[config.mk]
export PLATFORM = sky130hd
export DESIGN_NAME = alu_issue_stage
export DESIGN_NICKNAME = d
export VERILOG_FILES = /design/src/rtl/alu_issue_stage.sv
export SDC_FILE = /design/constraint.sdc
export NUM_CORES = 1
export LEC_CHECK = 0
export ABC_AREA = 1
export CAP_MARGIN = 0
export CORE_MARGIN = 1
export CORE_UTILIZATION = 45
export DETAILED_ROUTE_END_ITERATION = 8
export PLACE_DENSITY = 0.69
export SLEW_MARGIN = 5
export SYNTH_ARGS = -nofsm -noshare
export SYNTH_HDL_FRONTEND = slang
export SYNTH_SLANG_ARGS = --single-unit
[constraint.sdc]
create_clock -name clk -period 7.82 [get_ports clk]
set_input_delay 0.782 -clock clk [delete_from_list [all_inputs] [get_ports clk]]
set_output_delay 0.782 -clock clk [all_outputs]
set_load 0.005 [all_outputs]
[src/rtl/alu_issue_stage.sv]
// Issue/capture stage for the 16-bit combinational ALU: operation FIFO, issue of the
// head entry with illegal-opcode screening, and a registered tagged result with valid/ready.
module alu_issue_stage #(
  parameter int WIDTH = 16,
  parameter int DEPTH = 4,
  parameter int TAG_W = 4
) (
  input  logic                     clk,
  input  logic                     rst,
  input  logic                     in_valid,
  output logic                     in_ready,
  input  logic [WIDTH-1:0]         in_a,
  input  logic [WIDTH-1:0]         in_b,
  input  logic [2:0]               in_op,
  input  logic [TAG_W-1:0]         in_tag,
  output logic [WIDTH-1:0]         alu_a,
  output logic [WIDTH-1:0]         alu_b,
  output logic [2:0]               alu_op,
  input  logic [WIDTH-1:0]         alu_result,
  output logic                     out_valid,
  input  logic                     out_ready,
  output logic [WIDTH-1:0]         out_result,
  output logic [TAG_W-1:0]         out_tag,
  output logic                     out_err,
  output logic [$clog2(DEPTH):0]   count
);

  localparam int PTR_W = $clog2(DEPTH);
  localparam int CNT_W = PTR_W + 1;

  logic [WIDTH-1:0] mem_a   [DEPTH];
  logic [WIDTH-1:0] mem_b   [DEPTH];
  logic [2:0]       mem_op  [DEPTH];
  logic [TAG_W-1:0] mem_tag [DEPTH];

  logic [PTR_W-1:0] wr_ptr;
  logic [PTR_W-1:0] rd_ptr;
  logic             empty;
  logic             push;
  logic             pop;
  logic             head_ill;

  assign empty    = (count == '0);
  assign in_ready = (count < CNT_W'(DEPTH));
  assign push     = in_valid && in_ready;
  assign pop      = !empty && (!out_valid || out_ready);
  assign head_ill = !empty && (mem_op[rd_ptr] == 3'b111);

  // Illegal opcodes are issued as ADD; their result is discarded at capture.
  always_comb begin
    alu_a  = '0;
    alu_b  = '0;
    alu_op = 3'b000;
    if (!empty) begin
      alu_a  = mem_a[rd_ptr];
      alu_b  = mem_b[rd_ptr];
      alu_op = head_ill ? 3'b000 : mem_op[rd_ptr];
    end
  end

  always_ff @(posedge clk) begin
    if (push) begin
      mem_a[wr_ptr]   <= in_a;
      mem_b[wr_ptr]   <= in_b;
      mem_op[wr_ptr]  <= in_op;
      mem_tag[wr_ptr] <= in_tag;
    end
  end

  always_ff @(posedge clk) begin
    if (rst) begin
      wr_ptr <= '0;
      rd_ptr <= '0;
      count  <= '0;
    end else begin
      if (push) wr_ptr <= wr_ptr + PTR_W'(1);
      if (pop)  rd_ptr <= rd_ptr + PTR_W'(1);
      case ({push, pop})
        2'b10:   count <= count + CNT_W'(1);
        2'b01:   count <= count - CNT_W'(1);
        default: count <= count;
      endcase
    end
  end

  always_ff @(posedge clk) begin
    if (rst) begin
      out_valid  <= 1'b0;
      out_result <= '0;
      out_tag    <= '0;
      out_err    <= 1'b0;
    end else if (pop) begin
      out_valid  <= 1'b1;
      out_result <= head_ill ? '0 : alu_result;
      out_tag    <= mem_tag[rd_ptr];
      out_err    <= head_ill;
    end else if (out_valid && out_ready) begin
      out_valid  <= 1'b0;
    end
  end

endmodule

# ---- Word-level counts from Yosys, hierarchy flattened
# Memories as Yosys holds them, arrays and structs flattened. A register that Yosys moved wholly into a read port is not among the register bits.
# Cells that the tools add are included.
dict set report word_totals {
  ramBits 156
  regBits 25
  elab_cells 44
  memories 4
  romBits 0
  latchBits 0
  output_inout_bits 61
}
dict set report op_classes {
  n_div 0
  n_addsub 4
  n_bitwise 0
  reduce_logical 10
  order_cmp 1
  shifts 0
  multipliers 0
  n_eq_ne 3
  muxes 16
}
# name depth width read_ports rd_clocked_by_memory_dff write_ports line
set mem_list {}
lappend mem_list {mem_a 4 16 1 1 1 31} ;# logic [WIDTH-1:0] mem_a [DEPTH];
lappend mem_list {mem_b 4 16 1 1 1 32} ;# logic [WIDTH-1:0] mem_b [DEPTH];
lappend mem_list {mem_tag 4 4 1 1 1 34} ;# logic [TAG_W-1:0] mem_tag [DEPTH];
lappend mem_list {mem_op 4 3 1 1 1 33} ;# logic [2:0] mem_op [DEPTH];
# operator n
set op_table {}
lappend op_table {{16-bit two-way mux} 3}
lappend op_table {{2-bit two-way mux} 6}
lappend op_table {{3-bit two-way mux} 2}
lappend op_table {{3-bit one-hot mux with 2 select lines} 1}
lappend op_table {{2-bit by 1-bit adder with 2-bit output, second input constant} 2}
lappend op_table {{1-bit logical AND} 4}
lappend op_table {{1-bit two-way mux} 4}
lappend op_table {{2-bit nonzero test} 2}
lappend op_table {{3-bit by 1-bit adder with 3-bit output, second input constant} 1}
lappend op_table {{3-bit == test, second input constant} 1}
lappend op_table {{3-bit logical NOT} 1}
lappend op_table {{3-bit less-than comparator, second input constant} 1}
lappend op_table {{3-bit by 1-bit subtractor with 3-bit output, second input constant} 1}
lappend op_table {{2-bit by 1-bit == test with 1-bit output, second input constant} 1}
lappend op_table {{2-bit == test, second input constant} 1}
lappend op_table {{1-bit logical NOT} 2}
lappend op_table {{1-bit logical OR} 1}

# ---- Depth between registers and ports, before layout
# Gate-level depths: netlist of run 1.
dict set report logic_depth {
  ltp_word 5
  depth_mapped 11
  ltp_nobuf 11
}

# ---- Least setup slack after synthesis of run 1
# No wires, ideal clock.
dict set report synth_path {
  path_type {input port to flip-flop}
  startpoint {in in_valid}
  endpoint {mem mem_a[0][0] (enable)}
  setup_ns 0.435
  path_slack_ns 4.785
  arrival_time_ns 2.599
  stages 2
  t_required_ns 7.385
  n_path_buf 0
  path_cell_list {nand2_1 nor2_1}
}
dict set report synth_between {
  elab_chain_cells 3
}
# element line
set synth_lines {}
lappend synth_lines {{from (decl)} 10} ;# input logic in_valid,
lappend synth_lines {{1-bit logical AND} 45} ;# assign push = in_valid && in_ready;
lappend synth_lines {{1-bit two-way mux} 62} ;# if (push) begin
lappend synth_lines {{1-bit two-way mux (implied by the code)} 63} ;# mem_a[wr_ptr] <= in_a;
lappend synth_lines {{to (decl)} 31}
# No other way between the ends.

==> results.sh, run 1 <==
export IMPL_outcome="complete, no violations"
export IMPL_gp_congestion=0.706
export IMPL_peakVddDrop_mv=0.184
export IMPL_wire_per_inst_um=15.6
export IMPL_hp_start="count[2]"
export IMPL_vias=5034
export IMPL_crit_fanout=36
export IMPL_synth_seq_area_share_pct=70.7
export IMPL_fin_skew_ps=8.02
export IMPL_synth_top_cells_by_count="nor2_1 (186), edfxtp_1 (156), o21ai_0 (85)"
export IMPL_drc=0
export IMPL_placed_cell_area_um2=8860
export IMPL_gr_total_overflow=0
export IMPL_syn_inst=674
export IMPL_swShare_pct=33.6
export IMPL_synth_area_leaders="edfxtp_1 (62%), nor2_1 (9.3%), dfxtp_1 (8.3%), o21ai_0 (5.7%), nand2_1 (3.3%)"
export IMPL_cap_violations=0
export IMPL_seqPwrFrac_pct=36.8
export IMPL_p_int_mw=2.39
export IMPL_fmax_mhz=264
export IMPL_p_sw_mw=1.21
export IMPL_clk_latency_ps=430
export IMPL_numPortBuffers=119
export IMPL_diodes=0
export IMPL_finalSetupTns_ps=0
export IMPL_post_route_period_util_pct=48.5
export IMPL_synth_edf_count=156
export IMPL_cts_tree="done"
export IMPL_critPathRequiredTime_ps=7040
export IMPL_avgSynthCellArea_um2=11.1
export IMPL_clockPowerShare_pct=25.6
export IMPL_routed_wl_um=15800
export IMPL_p_comb_share_pct=37.6
export IMPL_ys_seq_elements=187
export IMPL_antenna_found_initial=0
export IMPL_cts_resized_gates=0
export IMPL_clockRootBuffer="clkbuf_16"
export IMPL_firstDrtPassIters=5
export IMPL_worstHoldPathType="flip-flop to flip-flop"
export IMPL_worst_hold_slack_ps=521
export IMPL_hold_buffers=0
export IMPL_ys_async_sr_fraction_pct=0
export IMPL_p_leak_nw=3.50
export IMPL_rsz0062_at_grt="false"
export IMPL_grt_use_total_pct=19.6
export IMPL_post_cts_buffers=0
export IMPL_r2r_end="count[2]"
export IMPL_hold_depth=2
export IMPL_end_kind="output pin"
export IMPL_grt_pass1_wl_um=25000
export IMPL_hold_viol_final=0
export IMPL_ff2ff_setup_slack_ps=5330
export IMPL_ff2ff_path_depth=11
export IMPL_period_needed_ps=3790
export IMPL_post_synth_top_count_cell="nor2_1"
export IMPL_core_area_um2=16100
export IMPL_setup_violations=0
export IMPL_arrival_ps=3010
export IMPL_grt_max_degree=72
export IMPL_synth_area_um2=7500
export IMPL_cts_htree_levels=4
export IMPL_numCtsBuffers=17
export IMPL_hpwl_um=9310
export IMPL_yosys_cell_types_count=25
export IMPL_clkTransAtPathRegs_ps=70
export IMPL_layout_drive_gt1_share_pct=7.64
export IMPL_ios=120
export IMPL_die_area_um2=17200
export IMPL_drt_iter0_drc=365
export IMPL_slew_limit_headroom_pct=43.6
export IMPL_nets=850
export IMPL_clock_sinks=187
export IMPL_synth_nets=739
export IMPL_start_util_pct=46.7
export IMPL_post_synth_top_area_cell="edfxtp_1"
export IMPL_start_kind="flip-flop"
export IMPL_max_slew_worst_pin_slew_ps=847
export IMPL_ys_warnings_count=0
export IMPL_clockBufferDepth=2
export IMPL_syn_to_final_growth_pct=26.6
export IMPL_r2r_start="count[1]"
export IMPL_min_to="count[2]"
export IMPL_final_area_um2=9490
export IMPL_avgViaCountPerCell=4.96
export IMPL_worstSetupPathType="flip-flop to output pin"
export IMPL_yosysTopAreaCellShare_pct=62.5
export IMPL_detail_route_antenna_nets=0
export IMPL_die_w_um=131
export IMPL_maxSlewViolCount=0
export IMPL_dieHeight_um=131
export IMPL_powerDensity_nw_per_um2=379
export IMPL_fillers=1291
export IMPL_synthFlopType="edfxtp_1"
export IMPL_grt_pass1_vias=5019
export IMPL_rows=46
registers in the layout (all words and copies together) (netlist names), named ones only:
signal / flops
mem_a: 64
mem_b: 64
mem_tag: 16
out_result: 16
mem_op: 12
out_tag: 4
count: 3
rd_ptr: 2
wr_ptr: 2
out_err: 1
out_valid: 1
critical path: stages (launching register included):
cell and delay, ps:
dfxtp_2 880, inv_2 550, nand3_1 230, nand2_1 120, nor2_4 130, nand2_1 90, nand2_1 80, nor2_1 60
clkdlybuf4s50_1 450
per-layer routing:
layer	wire [um]	part of all wire (%)	vias up	track usage, %
li1	-	-	2493	-
met1	6890	44	2378	24.1
met2	7980	50	145	34.4
met3	744	4.7	18	3.65
met4	201	1.3	0	7.57
met5	0	0	-	0
power groups by stage:
stage	Sequential [mW]	Combinational, mW	Clock (mW)
3_5_place_dp	1.34	1.36	0
5_1_grt	1.34	1.53	0.973
6_report	1.32	1.35	0.922
3_3_place_gp	1.34	1.33	0
2_1_floorplan	1.32	0.783	0
4_1_cts	1.32	1.38	0.936
area by class of cell:
cell class	count	area (um2)	area share, %
clock buffers	18	429	4.52
clock inverters	14	205	2.16
inverters	51	199	2.10
multi-input cells	403	1850	19.4
flip-flops and latches	187	5310	55.9
well taps	216	270	2.85
repair buffers	125	1240	13.0
worst max path at each step:
stage                          from          end  slack, ps  cells past startpoint
after global placement    flip-flop    alu_op[0]       4450                      8
after CTS                 flip-flop    alu_op[0]       3940                      8
after detailed placement  flip-flop    alu_op[0]       4410                      8
final                     flip-flop    alu_op[0]       4030                      8
after floorplan            in_valid  mem_a[0][0]       4790                      2
after global routing      flip-flop    alu_op[0]       3750                      8
layout by cell type, fill, tap and decap left out, drive strengths merged, types with 6 or more instances in the layout:
master / count
nor2: 189
edfxtp: 156
clkdlybuf4s50: 119
o21ai: 85
nand2: 69
inv: 56
a21oi: 41
dfxtp: 31
clkbuf: 18
nand3: 8
buf: 6
per-stage QoR:
stage,instances,power [mW],setup WS [ps],util (%)
3_3_place_gp,982,2.67,4450,55.2
6_report,1014,3.60,4030,59.1
5_1_grt,1014,3.84,3750,59.1
3_5_place_dp,982,2.71,4410,55.2
4_1_cts,1014,3.64,3940,59.1
2_1_floorplan,674,2.10,4790,-
cells by family after synthesis:
| family | after synthesis | share of synthesized area [%] |
|---|---|---|
| compound gates | 130 | 8.74 |
| fa+ha+maj | 6 | 1.10 |
| buf+inv | 84 | 5.11 |
| flops | 187 | 70.7 |
| simple gates | 267 | 14.3 |
Power figures use the tool's default switching activity.
==> inputs of run 2 (changes only) <==
--- a/config.mk
+++ b/config.mk
@@ -10,7 +10,7 @@
 export CORE_MARGIN = 1
 export CORE_UTILIZATION = 45
 export DETAILED_ROUTE_END_ITERATION = 8
-export PLACE_DENSITY = 0.69
+export PLACE_DENSITY = 0.72
 export SLEW_MARGIN = 5
 export SYNTH_ARGS = -nofsm -noshare
 export SYNTH_HDL_FRONTEND = slang
==> constraint.sdc (replaced) <==
create_clock -name clk -period 3.1 [get_ports clk]
set_input_delay 0.31 -clock clk [delete_from_list [all_inputs] [get_ports clk]]
set_output_delay 0.31 -clock clk [all_outputs]
set_load 0.005 [all_outputs]
==> run 2 against run 1 <==
Compared with the run above:
- sequential share of layout area shrank 0.40 points
- non-clock buffer count grew 4
- worst setup slack lost 3800 ps
- worst hold slack lost 28 ps
- sequential power grew to 2.5 times the previous value
- cell area grew 0.72%
- combinational power grew to 2.6 times the previous value
- clock skew is essentially flat
- clock-buffer cell count grew 7
- critical endpoint is now alu_op[1]
- largest power group unchanged
==> results.sh, run 2 (synthesized netlist as in run 1, its figures left out) <==
export IMPL_gr_total_overflow=0
export IMPL_nets=854
export IMPL_routed_wl_um=16300
export IMPL_grt_use_total_pct=20.0
export IMPL_p_leak_nw=3.54
export IMPL_max_slew_worst_pin_slew_ps=839
export IMPL_clk_latency_ps=430
export IMPL_slowest_delay_ps=640
export IMPL_detail_route_antenna_nets=0
export IMPL_final_cell_mix="nor2_1 (182), edfxtp_1 (156), clkdlybuf4s50_1 (119)"
export IMPL_clockBufferDepth=2
export IMPL_final_common_cell="nor2_1"
export IMPL_outcome="complete, no violations"
export IMPL_layout_drive_gt1_share_pct=8.23
export IMPL_vias=5156
export IMPL_grt_max_degree=71
export IMPL_grt_pass1_wl_um=25300
export IMPL_crit_chain="inv_2 > nand3_2 > inv_2 > nor2_4 > nand2_1 > nand2_1 > nor2_1 > clkdlybuf4s50_1"
export IMPL_start_kind="flip-flop"
export IMPL_gp_congestion=0.787
export IMPL_cts_tree="done"
export IMPL_antenna_found_initial=1
export IMPL_finalSetupTns_ps=0
export IMPL_powerDensity_nw_per_um2=956
export IMPL_syn_to_final_growth_pct=27.5
export IMPL_crit_fanout=35
export IMPL_fin_skew_ps=8.25
export IMPL_crit_cells=8
export IMPL_period_needed_ps=2850
export IMPL_cap_violations=0
export IMPL_dieHeight_um=131
export IMPL_maxSlewViolCount=0
export IMPL_die_w_um=131
export IMPL_hpwl_um=9750
export IMPL_hold_buffers=0
export IMPL_slew_limit_headroom_pct=44.0
export IMPL_worstHoldPathType="primary input to flip-flop"
export IMPL_crit_family="buffers and inverters"
export IMPL_hold_viol_final=0
export IMPL_wire_per_inst_um=16.0
export IMPL_die_area_um2=17200
export IMPL_r2r_end="count[2]"
export IMPL_fin_total_pwr_mw=9.14
export IMPL_critical_path_buf_inv_count=3
export IMPL_numPortBuffers=119
export IMPL_drc=0
export IMPL_start_util_pct=46.7
export IMPL_fmax_mhz=350
export IMPL_crit_slowest_cell="inv_2"
export IMPL_core_area_um2=16100
export IMPL_r2r_start="count[0]"
export IMPL_rsz0062_at_grt="false"
export IMPL_numCtsBuffers=17
export IMPL_cts_htree_levels=4
export IMPL_drt_iter0_drc=406
export IMPL_crit_start="count[0]"
export IMPL_post_cts_buffers=0
export IMPL_reg_top3="mem_a: 64 flops, mem_b: 64 flops"
export IMPL_grt_pass1_vias=5153
export IMPL_setup_violations=0
export IMPL_avgViaCountPerCell=5.06
export IMPL_clock_sinks=187
export IMPL_worstSetupPathType="flip-flop to output pin"
export IMPL_cp_endpoint="alu_op[1]"
export IMPL_arrival_ps=2540
export IMPL_clkTransAtPathRegs_ps=70
export IMPL_ff2ff_setup_slack_ps=590
export IMPL_rows=46
export IMPL_critPathRequiredTime_ps=2790
export IMPL_post_route_period_util_pct=92.1
export IMPL_ios=120
export IMPL_clockRootBuffer="clkbuf_16"
export IMPL_end_kind="output pin"
export IMPL_cts_resized_gates=0
export IMPL_firstDrtPassIters=5
export IMPL_ff2ff_path_depth=11
export IMPL_peakVddDrop_mv=0.478
==> run 2: cell count changes in the layout (fill, tap and decap cells not counted), moves of 2 or more <==
cell       before  now
clkbuf_16      17   23
bufinv_16       4    0
clkbuf_8        0    2
inv_4           0    2
inv_6           6    1
buf_4           6    9
==> run 2: worst min-delay path by stage <==
stage | startpoint | end | slack (ps) | cells past startpoint
6_report | rst | count[1] | 490 | 2
5_1_grt | rst | count[1] | 490 | 2
4_1_cts | rst | count[1] | 480 | 2
3_5_place_dp | count[2] | count[2] | 520 | 2
3_3_place_gp | count[2] | count[2] | 500 | 2
2_1_floorplan | rst | count[1] | 380 | 1
==> run 2: report_power, final <==
part / switching, mW / internal [mW] / leakage (nW)
logic: 2.00 / 1.55 / 1.52
registers: 0.164 / 3.13 / 1.69
clock network: 0.927 / 1.37 / 0.329
==> run 2: final cells by class <==
type / instances / area (um2)
diodes: 1 / 2.50
clock buffers: 25 / 603
clock inverters: 7 / 55.1
fillers: 1250 / 6500
inverters: 51 / 199
multi-input cells: 403 / 1850
flip-flops and latches: 187 / 5310
well taps: 216 / 270
repair buffers: 129 / 1280
==> run 2: routing by layer <==
metal | vias up | track usage (%) | wire [um]
met5 | - | 0 | 0
met4 | 0 | 9.20 | 277
met3 | 22 | 4.79 | 1000
met2 | 178 | 34.1 | 8150
met1 | 2466 | 24.0 | 6920
li1 | 2490 | - | -
==> run 2: stage by stage <==
step	std cells	util, %	cell area, um2	hold slack (ps)	setup slack (ps)
after global routing	1018	59.5	9560	488	72.9
after detailed placement	986	55.4	8900	524	595
final	1019	59.5	9560	493	246
after floorplan	674	-	7500	382	437
after CTS	1018	59.5	9560	485	228
after global placement	986	55.4	8900	496	693
==> inputs of run 3 (changes only) <==
--- a/config.mk
+++ b/config.mk
@@ -7,11 +7,10 @@
 export LEC_CHECK = 0
 export ABC_AREA = 1
 export CAP_MARGIN = 0
-export CORE_MARGIN = 1
+export CORE_MARGIN = 4
 export CORE_UTILIZATION = 45
 export DETAILED_ROUTE_END_ITERATION = 8
 export PLACE_DENSITY = 0.72
-export SLEW_MARGIN = 5
 export SYNTH_ARGS = -nofsm -noshare
 export SYNTH_HDL_FRONTEND = slang
 export SYNTH_SLANG_ARGS = --single-unit
==> run 3 against run 2 <==
Compared with the run above:
- cell area fell by 0.50%
- clock skew fell by 4.7 ps
- flip-flop and latch count did not move
- worst hold slack got worse by 13 ps
- critical path depth did not move
- die area rose by 9.4%
- fmax rose by 0.38%
- clock power fell by 5%
- combinational power barely moved
- wire length rose by 0.11%
- global-route usage fell by 2.3 points
- critical endpoint unchanged
- highest routed layer unchanged
==> results.sh, run 3 (synthesized netlist as in run 1, its figures left out) <==
export IMPL_clk_latency_ps=420
export IMPL_die_w_um=137
export IMPL_detail_route_antenna_nets=0
export IMPL_grt_max_degree=71
export IMPL_drt_iter0_drc=368
export IMPL_critPathRequiredTime_ps=2790
export IMPL_numCtsBuffers=17
export IMPL_top_layer_used="met4"
export IMPL_gp_congestion=0.807
export IMPL_diodes=0
export IMPL_period_needed_ps=2840
export IMPL_maxSlewViolCount=0
export IMPL_crit_chain="inv_2 > nand3_2 > inv_2 > nor2_4 > nand2_1 > nand2_1 > nor2_1 > clkdlybuf4s50_1"
export IMPL_ff2ff_path_depth=11
export IMPL_setup_violations=0
export IMPL_max_slew_worst_pin_slew_ps=802
export IMPL_cap_violations=0
export IMPL_cts_tree="done"
export IMPL_post_cts_buffers=0
export IMPL_drc=0
export IMPL_clock_sinks=187
export IMPL_rows=46
export IMPL_min_to="count[1]"
export IMPL_arrival_ps=2530
export IMPL_wl_met3_um=881
export IMPL_antenna_found_initial=0
export IMPL_firstDrtPassIters=5
export IMPL_met2_wirelength_um=8180
export IMPL_place_ws_ps=632
export IMPL_reg_top3="mem_a: 64 flops, mem_b: 64 flops"
export IMPL_slowest_delay_ps=600
export IMPL_hp_start="rst"
export IMPL_layout_drive_gt1_share_pct=7.63
export IMPL_powerDensity_nw_per_um2=949
export IMPL_slew_limit_headroom_pct=46.5
export IMPL_core_area_um2=16100
export IMPL_dieHeight_um=137
export IMPL_layout_setup_ws_ps=256
export IMPL_nets=852
export IMPL_post_route_period_util_pct=91.7
export IMPL_clockRootBuffer="clkbuf_16"
export IMPL_grt_pass1_vias=5044
export IMPL_outcome="complete, no violations"
export IMPL_rsz0062_at_grt="false"
export IMPL_hpwl_um=9820
export IMPL_crit_fanout=35
export IMPL_fmax_mhz=352
export IMPL_start_util_pct=46.5
export IMPL_worstHoldPathType="primary input to flip-flop"
export IMPL_clkTransAtPathRegs_ps=60
export IMPL_vias=5075
export IMPL_p_leak_nw=3.51
export IMPL_fillers=1236
export IMPL_numPortBuffers=119
export IMPL_die_area_um2=18800
export IMPL_start_kind="flip-flop"
export IMPL_cts_htree_levels=4
export IMPL_hold_depth=2
export IMPL_worstSetupPathType="flip-flop to output pin"
export IMPL_ios=120
export IMPL_clockBufferDepth=2
export IMPL_hold_buffers=0
export IMPL_crit_slowest_cell="inv_2"
export IMPL_r2r_end="count[2]"
export IMPL_hold_viol_final=0
export IMPL_wire_per_inst_um=16.1
export IMPL_gr_total_overflow=0
export IMPL_peakVddDrop_mv=0.520
export IMPL_avgViaCountPerCell=5.00
export IMPL_grt_pass1_wl_um=25100
export IMPL_wl_met1_um=7020
export IMPL_fin_skew_ps=3.50
export IMPL_finalSetupTns_ps=0
export IMPL_cts_resized_gates=0
export IMPL_final_cell_mix="nor2_1 (182), edfxtp_1 (156), clkdlybuf4s50_1 (119)"
export IMPL_ff2ff_setup_slack_ps=630
export IMPL_end_kind="output pin"
export IMPL_routed_wl_um=16400
export IMPL_final_common_cell="nor2_1"
export IMPL_r2r_start="count[2]"
export IMPL_syn_to_final_growth_pct=26.9
export IMPL_grt_use_total_pct=17.6
run 3: metrics by stage:
step	hold slack, ps	power, mW	instance area, um2	utilization [%]	instances
2_1_floorplan	382	5.30	7500	-	674
3_3_place_gp	492	6.81	8890	55.1	984
3_5_place_dp	525	6.90	8890	55.1	984
4_1_cts	456	9.12	9510	59.0	1016
5_1_grt	479	9.60	9510	59.0	1016
6_report	480	9.02	9510	59.0	1016
run 3: worst max path at each step:
stage	from	to	slack [ps]	cells after the start
after detailed placement	count[1]	count[2]	630	11
after global placement	count[1]	count[2]	670	11
after CTS	count[2]	alu_op[1]	210	8
final	count[2]	alu_op[1]	260	8
after global routing	count[2]	alu_op[1]	110	8
after floorplan	count[2]	mem_a[0][0]	440	3
run 3: area by class of cell:
cell class	instances	area, um2	area share, %
multi-input combinational	403	1850	19.4
sequential	187	5310	55.8
tap	216	270	2.84
timing repair buffer	127	1260	13.3
clock inverter	3	13.8	0.145
clock buffer	29	614	6.46
inverter	51	199	2.09
run 3: power by group:
part | switching (mW) | internal, mW
registers | 0.195 | 3.14
logic | 1.96 | 1.55
clock network | 0.842 | 1.35
run 3: metal layers:
metal,up-vias,GRT usage [%]
met4,0,8.15
met3,18,4.01
met2,146,29.8
met5,-,0
met1,2421,21.5
li1,2490,-
run 3: worst max-delay path, delay by kind of cell (launching register included):
kind / cells / cell delay, ps
simple gates: 5 / 530
flops: 1 / 330
buf+inv: 3 / 1240
